[config.mk]
export PLATFORM = sky130hd
export DESIGN_NAME = sysid_regfile_flat
export DESIGN_NICKNAME = d
export VERILOG_FILES = /design/src/rtl/sysid_regfile_if.sv /design/src/rtl/sysid_regfile.sv /design/src/flat_wrapper.sv
export SDC_FILE = /design/constraint.sdc
export NUM_CORES = 1
export LEC_CHECK = 0
export ABC_AREA = 1
export CAP_MARGIN = 20
export CORE_MARGIN = 2
export CORE_UTILIZATION = 55
export CTS_BUF_LIST = sky130_fd_sc_hd__clkbuf_8 sky130_fd_sc_hd__clkbuf_16
export DETAILED_ROUTE_END_ITERATION = 7
export PLACE_DENSITY = 0.86
export SYNTH_ARGS = -nofsm -noshare
export SYNTH_HDL_FRONTEND = slang
export SYNTH_SLANG_ARGS = --single-unit
[constraint.sdc]
create_clock -name clock -period 7.1 [get_ports clock]
set_clock_uncertainty 0.1 [all_clocks]
set_input_delay 0.71 -clock clock [delete_from_list [all_inputs] [get_ports clock]]
set_output_delay 0.71 -clock clock [all_outputs]
set_load 0.03 [all_outputs]
[src/rtl/sysid_regfile_if.sv]
// Memory-mapped slave bus for the system ID register file.
// The master drives one access per cycle; read data returns one cycle later.
interface sysid_regfile_if #(
    parameter int ADDR_W = 4
);
    logic [ADDR_W-1:0] address;
    logic              read;
    logic              write;
    logic [31:0]       writedata;
    logic [3:0]        byteenable;
    logic [31:0]       readdata;
    logic              readdatavalid;

    modport master (
        output address, read, write, writedata, byteenable,
        input  readdata, readdatavalid
    );

    modport slave (
        input  address, read, write, writedata, byteenable,
        output readdata, readdatavalid
    );
endinterface

[src/rtl/sysid_regfile.sv]
// System ID / build timestamp / uptime register file with scratch registers.
// Reading UPTIME_LO snapshots the high word, so the LO-then-HI pair stays coherent.
module sysid_regfile #(
    parameter logic [31:0] ID_VALUE    = 32'h5DE4_7F05,
    parameter logic [31:0] TIMESTAMP   = 32'h0000_0000,
    parameter int          NUM_SCRATCH = 4,
    parameter int          ADDR_W      = 4
) (
    input  logic           clock,
    input  logic           reset,
    sysid_regfile_if.slave bus
);
    localparam logic [ADDR_W-1:0] A_ID   = ADDR_W'(0);
    localparam logic [ADDR_W-1:0] A_TS   = ADDR_W'(1);
    localparam logic [ADDR_W-1:0] A_LO   = ADDR_W'(2);
    localparam logic [ADDR_W-1:0] A_HI   = ADDR_W'(3);
    localparam logic [ADDR_W-1:0] A_CTRL = ADDR_W'(4);
    localparam int                SCR_BASE = 5;

    logic [63:0] uptime;
    logic [31:0] hi_snap;
    logic        ctrl_en;
    logic [31:0] scratch [NUM_SCRATCH];
    logic [31:0] rdata_q;
    logic        rdv_q;
    logic [31:0] rd_mux;

    logic ctrl_wr;
    logic clr;
    logic lo_rd;

    // EN and CLR both live in byte 0; with that byte disabled the write is a no-op.
    assign ctrl_wr = bus.write && (bus.address == A_CTRL) && bus.byteenable[0];
    assign clr     = ctrl_wr && bus.writedata[1];
    assign lo_rd   = bus.read && (bus.address == A_LO);

    always_ff @(posedge clock) begin
        if (reset) begin
            uptime  <= '0;
            ctrl_en <= 1'b1;
        end else begin
            if (clr)
                uptime <= '0;
            else if (ctrl_en)
                uptime <= uptime + 64'd1;
            if (ctrl_wr)
                ctrl_en <= bus.writedata[0];
        end
    end

    always_ff @(posedge clock) begin
        if (reset)
            hi_snap <= '0;
        else if (lo_rd)
            hi_snap <= uptime[63:32];
    end

    always_ff @(posedge clock) begin
        if (reset) begin
            for (int i = 0; i < NUM_SCRATCH; i++)
                scratch[i] <= '0;
        end else if (bus.write) begin
            for (int i = 0; i < NUM_SCRATCH; i++) begin
                if (bus.address == ADDR_W'(SCR_BASE + i)) begin
                    for (int b = 0; b < 4; b++)
                        if (bus.byteenable[b])
                            scratch[i][8*b +: 8] <= bus.writedata[8*b +: 8];
                end
            end
        end
    end

    always_comb begin
        rd_mux = '0;
        case (bus.address)
            A_ID:    rd_mux = ID_VALUE;
            A_TS:    rd_mux = TIMESTAMP;
            A_LO:    rd_mux = uptime[31:0];
            A_HI:    rd_mux = hi_snap;
            A_CTRL:  rd_mux = {31'b0, ctrl_en};
            default: begin
                for (int i = 0; i < NUM_SCRATCH; i++)
                    if (bus.address == ADDR_W'(SCR_BASE + i))
                        rd_mux = scratch[i];
            end
        endcase
    end

    always_ff @(posedge clock) begin
        if (reset) begin
            rdata_q <= '0;
            rdv_q   <= 1'b0;
        end else begin
            rdv_q <= bus.read;
            if (bus.read)
                rdata_q <= rd_mux;
        end
    end

    // Gated by reset so a reset arriving right after a read cancels its valid pulse.
    assign bus.readdata      = rdata_q;
    assign bus.readdatavalid = rdv_q && !reset;
endmodule
[src/flat_wrapper.sv]
// flat-port wrapper written by rule: the top's interface ports become plain ports
module sysid_regfile_flat 
#(
    parameter logic [31:0] ID_VALUE    = 32'h5DE4_7F05,
    parameter logic [31:0] TIMESTAMP   = 32'h0000_0000,
    parameter int          NUM_SCRATCH = 4,
    parameter int          ADDR_W      = 4
)
  (clock, reset, bus_address, bus_read, bus_write, bus_writedata, bus_byteenable, bus_readdata, bus_readdatavalid);
  sysid_regfile_if #(.ADDR_W(ADDR_W)) bus_i ();
  input  logic clock;
  input  logic reset;
  input wire logic [$bits(bus_i.address)-1:0] bus_address;
  input wire logic [$bits(bus_i.read)-1:0] bus_read;
  input wire logic [$bits(bus_i.write)-1:0] bus_write;
  input wire logic [$bits(bus_i.writedata)-1:0] bus_writedata;
  input wire logic [$bits(bus_i.byteenable)-1:0] bus_byteenable;
  output wire logic [$bits(bus_i.readdata)-1:0] bus_readdata;
  output wire logic [$bits(bus_i.readdatavalid)-1:0] bus_readdatavalid;
  assign bus_i.address = bus_address;
  assign bus_i.read = bus_read;
  assign bus_i.write = bus_write;
  assign bus_i.writedata = bus_writedata;
  assign bus_i.byteenable = bus_byteenable;
  assign bus_readdata = bus_i.readdata;
  assign bus_readdatavalid = bus_i.readdatavalid;
  sysid_regfile #(.ID_VALUE(ID_VALUE), .TIMESTAMP(TIMESTAMP), .NUM_SCRATCH(NUM_SCRATCH), .ADDR_W(ADDR_W)) u_core (.clock(clock), .reset(reset), .bus(bus_i));
endmodule
* Yosys cells after proc, flatten, opt, wreduce, memory -nomap -nowiden *
Memory sizes are Yosys's and may differ from the RTL's.
Cells that the tools add are included.

word-level totals
  bits in registers = 130
  bits in writable memories = 128
  input bits = 44
  output and inout bits = 33
  word-level logic and storage cells = 130
  memories kept = 1

operators by class
  add/subtract/negate cells = 1
  equality and inequality tests = 8
  multiplexer cells = 91
  bitwise logic cells = 16
  reduce and logical (&&, ||, !) cells = 8

memories
  name            depth  width  read ports  clocked after Yosys merged registers in  write ports  line                 RTL
  u_core.scratch  4      32     4           0                                        4            sysid_regfile.sv:23  logic [31:0] scratch [NUM_SCRATCH];

operator list
  cell                                            count
  case mux 32 bit (5 select lines)                1
  two-way mux 32 bit                              4
  two-way mux 8 bit                               16
  two-way mux 1 bit                               70
  adder 64 x 1 -> 64 bit (second input constant)  1
  == test 4 x 3 -> 1 bit (second input constant)  4
  bitwise OR 1 bit                                16
  == test 4 x 2 -> 1 bit (second input constant)  2
  logical AND 1 bit                               5
  == test 4 x 1 -> 1 bit (second input constant)  1
  == test 4 bit (second input constant)           1
  zero test 4 bit                                 1
  OR reduction 2 bit                              1
  zero test 1 bit                                 1

* Logic depth before layout (Yosys ltp) *
  word-level depth = 6
  depth in mapped cells = 12
  gate-level depth less buffers = 12

* Worst setup path before layout *
No wires, ideal clock.

  path type = input -> register
  start point = input bus_address[1]
  end point = memory u_core.scratch[3][0], enable pin
  setup time = 0.384 ns
  arrival = 2.227 ns
  data required time = 6.616 ns
  setup slack = 4.389 ns
  cell stages on the path = 7
  buffers on the path = 2
  cells stage by stage = buf_4 -> inv_2 -> nand2_2 -> nor3_4 -> buf_4 -> inv_1 -> o21ai_0

RTL lines
  what         line                 RTL
  from (decl)  flat_wrapper.sv:13   input wire logic [$bits(bus_i.address)-1:0] bus_address;
  to (decl)    sysid_regfile.sv:23

==> flow_metrics.env <==
export IMPL_required_ns=7.19
export IMPL_peakVddDrop_mv=0.215
export IMPL_worstPathMaxFanout=30
export IMPL_ant_nets=0
export IMPL_slew_violations=0
export IMPL_ios=77
export IMPL_drc_errors=0
export IMPL_netlist_instances=1573
export IMPL_drive_gt1_share_pct=7.54
export IMPL_cp_end_kind="flip-flop"
export IMPL_viasPerCell=5.77
export IMPL_portBuffers=76
export IMPL_synth_nets=1618
export IMPL_yosysMostFrequentCell="nand2_1"
export IMPL_ys_seq_area_share_pct=52.3
export IMPL_grt_max_degree=62
export IMPL_post_cts_buffers=0
export IMPL_die_h_um=154
export IMPL_antenna_found_initial=0
export IMPL_rr_startpoint="u_core.ctrl_en"
export IMPL_crit_type="in2reg"
export IMPL_synth_seq_cells=258
export IMPL_floorplan_die_area_um2=23600
export IMPL_syn_area_per_cell_um2=7.84
export IMPL_register_area_um2=6450
export IMPL_nFillCells=1813
export IMPL_p_per_area_nw_per_um2=232
export IMPL_avgRoutedWirePerCell_um=18.2
export IMPL_outcome="finished, final reports clean"
export IMPL_fin_crit_sh_pct=58.8
export IMPL_htreeDepth=1
export IMPL_ys_async_sr_fraction_pct=0
export IMPL_yosysTopAreaCellShare_pct=31.2
export IMPL_yosysTopAreaCell="edfxtp_1"
export IMPL_synth_area_top_cells="edfxtp_1 (31%), dfxtp_1 (21%), nand2_1 (11%)"
export IMPL_grt_pass1_wl_um=55400
export IMPL_final_area_um2=14200
export IMPL_dp_hpwl_um=25100
export IMPL_rows=54
export IMPL_gp_congestion=0.932
export IMPL_critPathLaunchType="input pin"
export IMPL_dp_cells=1881
export IMPL_finalWirelength_um=35300
export IMPL_grt_pass1_vias=10400
export IMPL_fin_cells=1938
export IMPL_placed_area_um2=13200
export IMPL_max_freq_ghz=0.240
export IMPL_diodes=0
export IMPL_holdBufCountCts=0
export IMPL_drtPass1Iterations=7
export IMPL_grt_setup_unrepaired="no"
export IMPL_synth_warnings=0
export IMPL_setup_violations=0
export IMPL_cp_arrival_ns=4.26
export IMPL_timing_critical_path_from="bus_address[1]"
export IMPL_multi_input_area_um2=5050
export IMPL_ctsResizeCount=0
export IMPL_first_iter_violations=1339
export IMPL_fin_setup_tns_ns=0
export IMPL_min_from="u_core.hi_snap[22]"
export IMPL_p_leak_nw=5.15
export IMPL_nets=1682
export IMPL_slew_headroom_pct=28.4
export IMPL_min_path_type="reg2reg"
export IMPL_worstMarginPinSlew_ns=1.07
export IMPL_synth_cell_types=42
export IMPL_start_util_pct=56.3
export IMPL_synth_common_cells="nand2_1 (364), nor2_1 (290), inv_1 (136)"
export IMPL_vias=11200
export IMPL_synth_edf_count=128
export IMPL_fp_dieW_um=154
export IMPL_synthToLayoutAreaGrowth_pct=14.8
export IMPL_path_clk_slew_ns=0.06
export IMPL_root_buffer="clkbuf_16"
export IMPL_grt_remaining_overflow=0
export IMPL_hold_viol=0
export IMPL_synth_cell_area_um2=12300
export IMPL_clk_latency_ns=0.56
export IMPL_period_needed_ns=4.17
export IMPL_cts_buffer_depth=3
export IMPL_cts_buffers=27
export IMPL_maxCapViolations=0
export IMPL_ys_flop_type="dfxtp_1"
export IMPL_clock_sinks=258
export IMPL_track_usage_pct=29.3
export IMPL_core_area_um2=21900
export IMPL_cts_tree="built"
==> logic make-up after synthesis <==
| kind of cell | after synthesis | share of synthesized area [%] |
|---|---|---|
| AND/OR/NAND/NOR | 868 | 30.4 |
| flip-flops | 258 | 52.3 |
| AO/OA/AOI/OAI | 226 | 9.34 |
| buffers and inverters | 206 | 6.88 |
| XOR/XNOR | 14 | 0.995 |
| adder cells (fa/ha/maj) | 1 | 0.101 |
==> cells in the final DEF, fill, tap and decap left out, types with 7 or more instances in the layout <==
cell and instances:
nand2_1 364, nor2_1 290, inv_1 142, dfxtp_1 130, edfxtp_1 128, nand3_1 105
a21oi_1 98, o21ai_0 86, clkdlybuf4s50_1 74, o21ai_1 31, nor3_1 27, clkbuf_16 27
nand4_1 22, inv_2 14, nand2_2 13, nor2_2 12, nor2_4 10, nand3_2 7
xnor2_1 7, xor2_1 7, clkinv_2 7, buf_4 7
==> path summary, 6_finish.rpt <==
kind | endpoint | slack (ns) | depth (start not counted)
worst max-delay path | u_core.scratch[2][17] | 2.93 | 5
worst min-delay path | u_core.hi_snap[22] | 0.36 | 2
worst max register to register | u_core.uptime[33] | 5.04 | 7
worst min register to register | u_core.hi_snap[22] | 0.36 | 2
==> registers in the layout, summed over array words and instances, names as in the netlist <==
register	count
u_core.scratch	128
u_core.bus.readdata	32
u_core.hi_snap	32
u_core.ctrl_en	1
u_core.uptime	64
u_core.rdv_q	1
==> through the flow <==
step	setup WS (ns)	hold slack, ns	power (W)	utilization (%)
after global placement	2.70	0.340	0.00187	60.4
after CTS	3.08	0.361	0.00328	64.5
after global routing	2.65	0.371	0.00337	64.7
after detailed placement	2.52	0.353	0.00188	60.4
final	2.93	0.362	0.00329	64.7
after floorplan	4.39	0.325	0.00179	-
==> layout make-up <==
cell class,count,area share (%)
repair buffers,90,5.99
clock inverters,18,1.10
well taps,280,2.47
multi-input cells,1109,35.6
inverters,151,4.00
clock buffers,32,5.26
flip-flops and latches,258,45.5
==> metal layers <==
layer | routed length [um] | track usage, % | up-vias | share of wire (%)
li1 | - | - | 5281 | -
met1 | 13700 | 40.2 | 5103 | 39
met2 | 16200 | 47.2 | 684 | 46
met3 | 3710 | 3.80 | 121 | 11
met4 | 1670 | 12.0 | 0 | 4.7
met5 | 0 | 0 | - | 0
==> power by group <==
part	leakage (nW)	internal [W]	switching (W)	total (W)
logic	2.40	0.0000696	0.000148	0.000217
clock network	0.472	0.000823	0.000608	0.00143
registers	2.27	0.00162	0.0000227	0.00164
total	5.15	0.00251	0.000778	0.00329
==> critical path: stages <==
cell and delay, ns:
clkdlybuf4s50_1 1.10, nand2_1 0.17, nor2_1 0.67, inv_1 0.61, o21ai_0 0.99
Note: power is estimated with default switching activity, not from simulation.
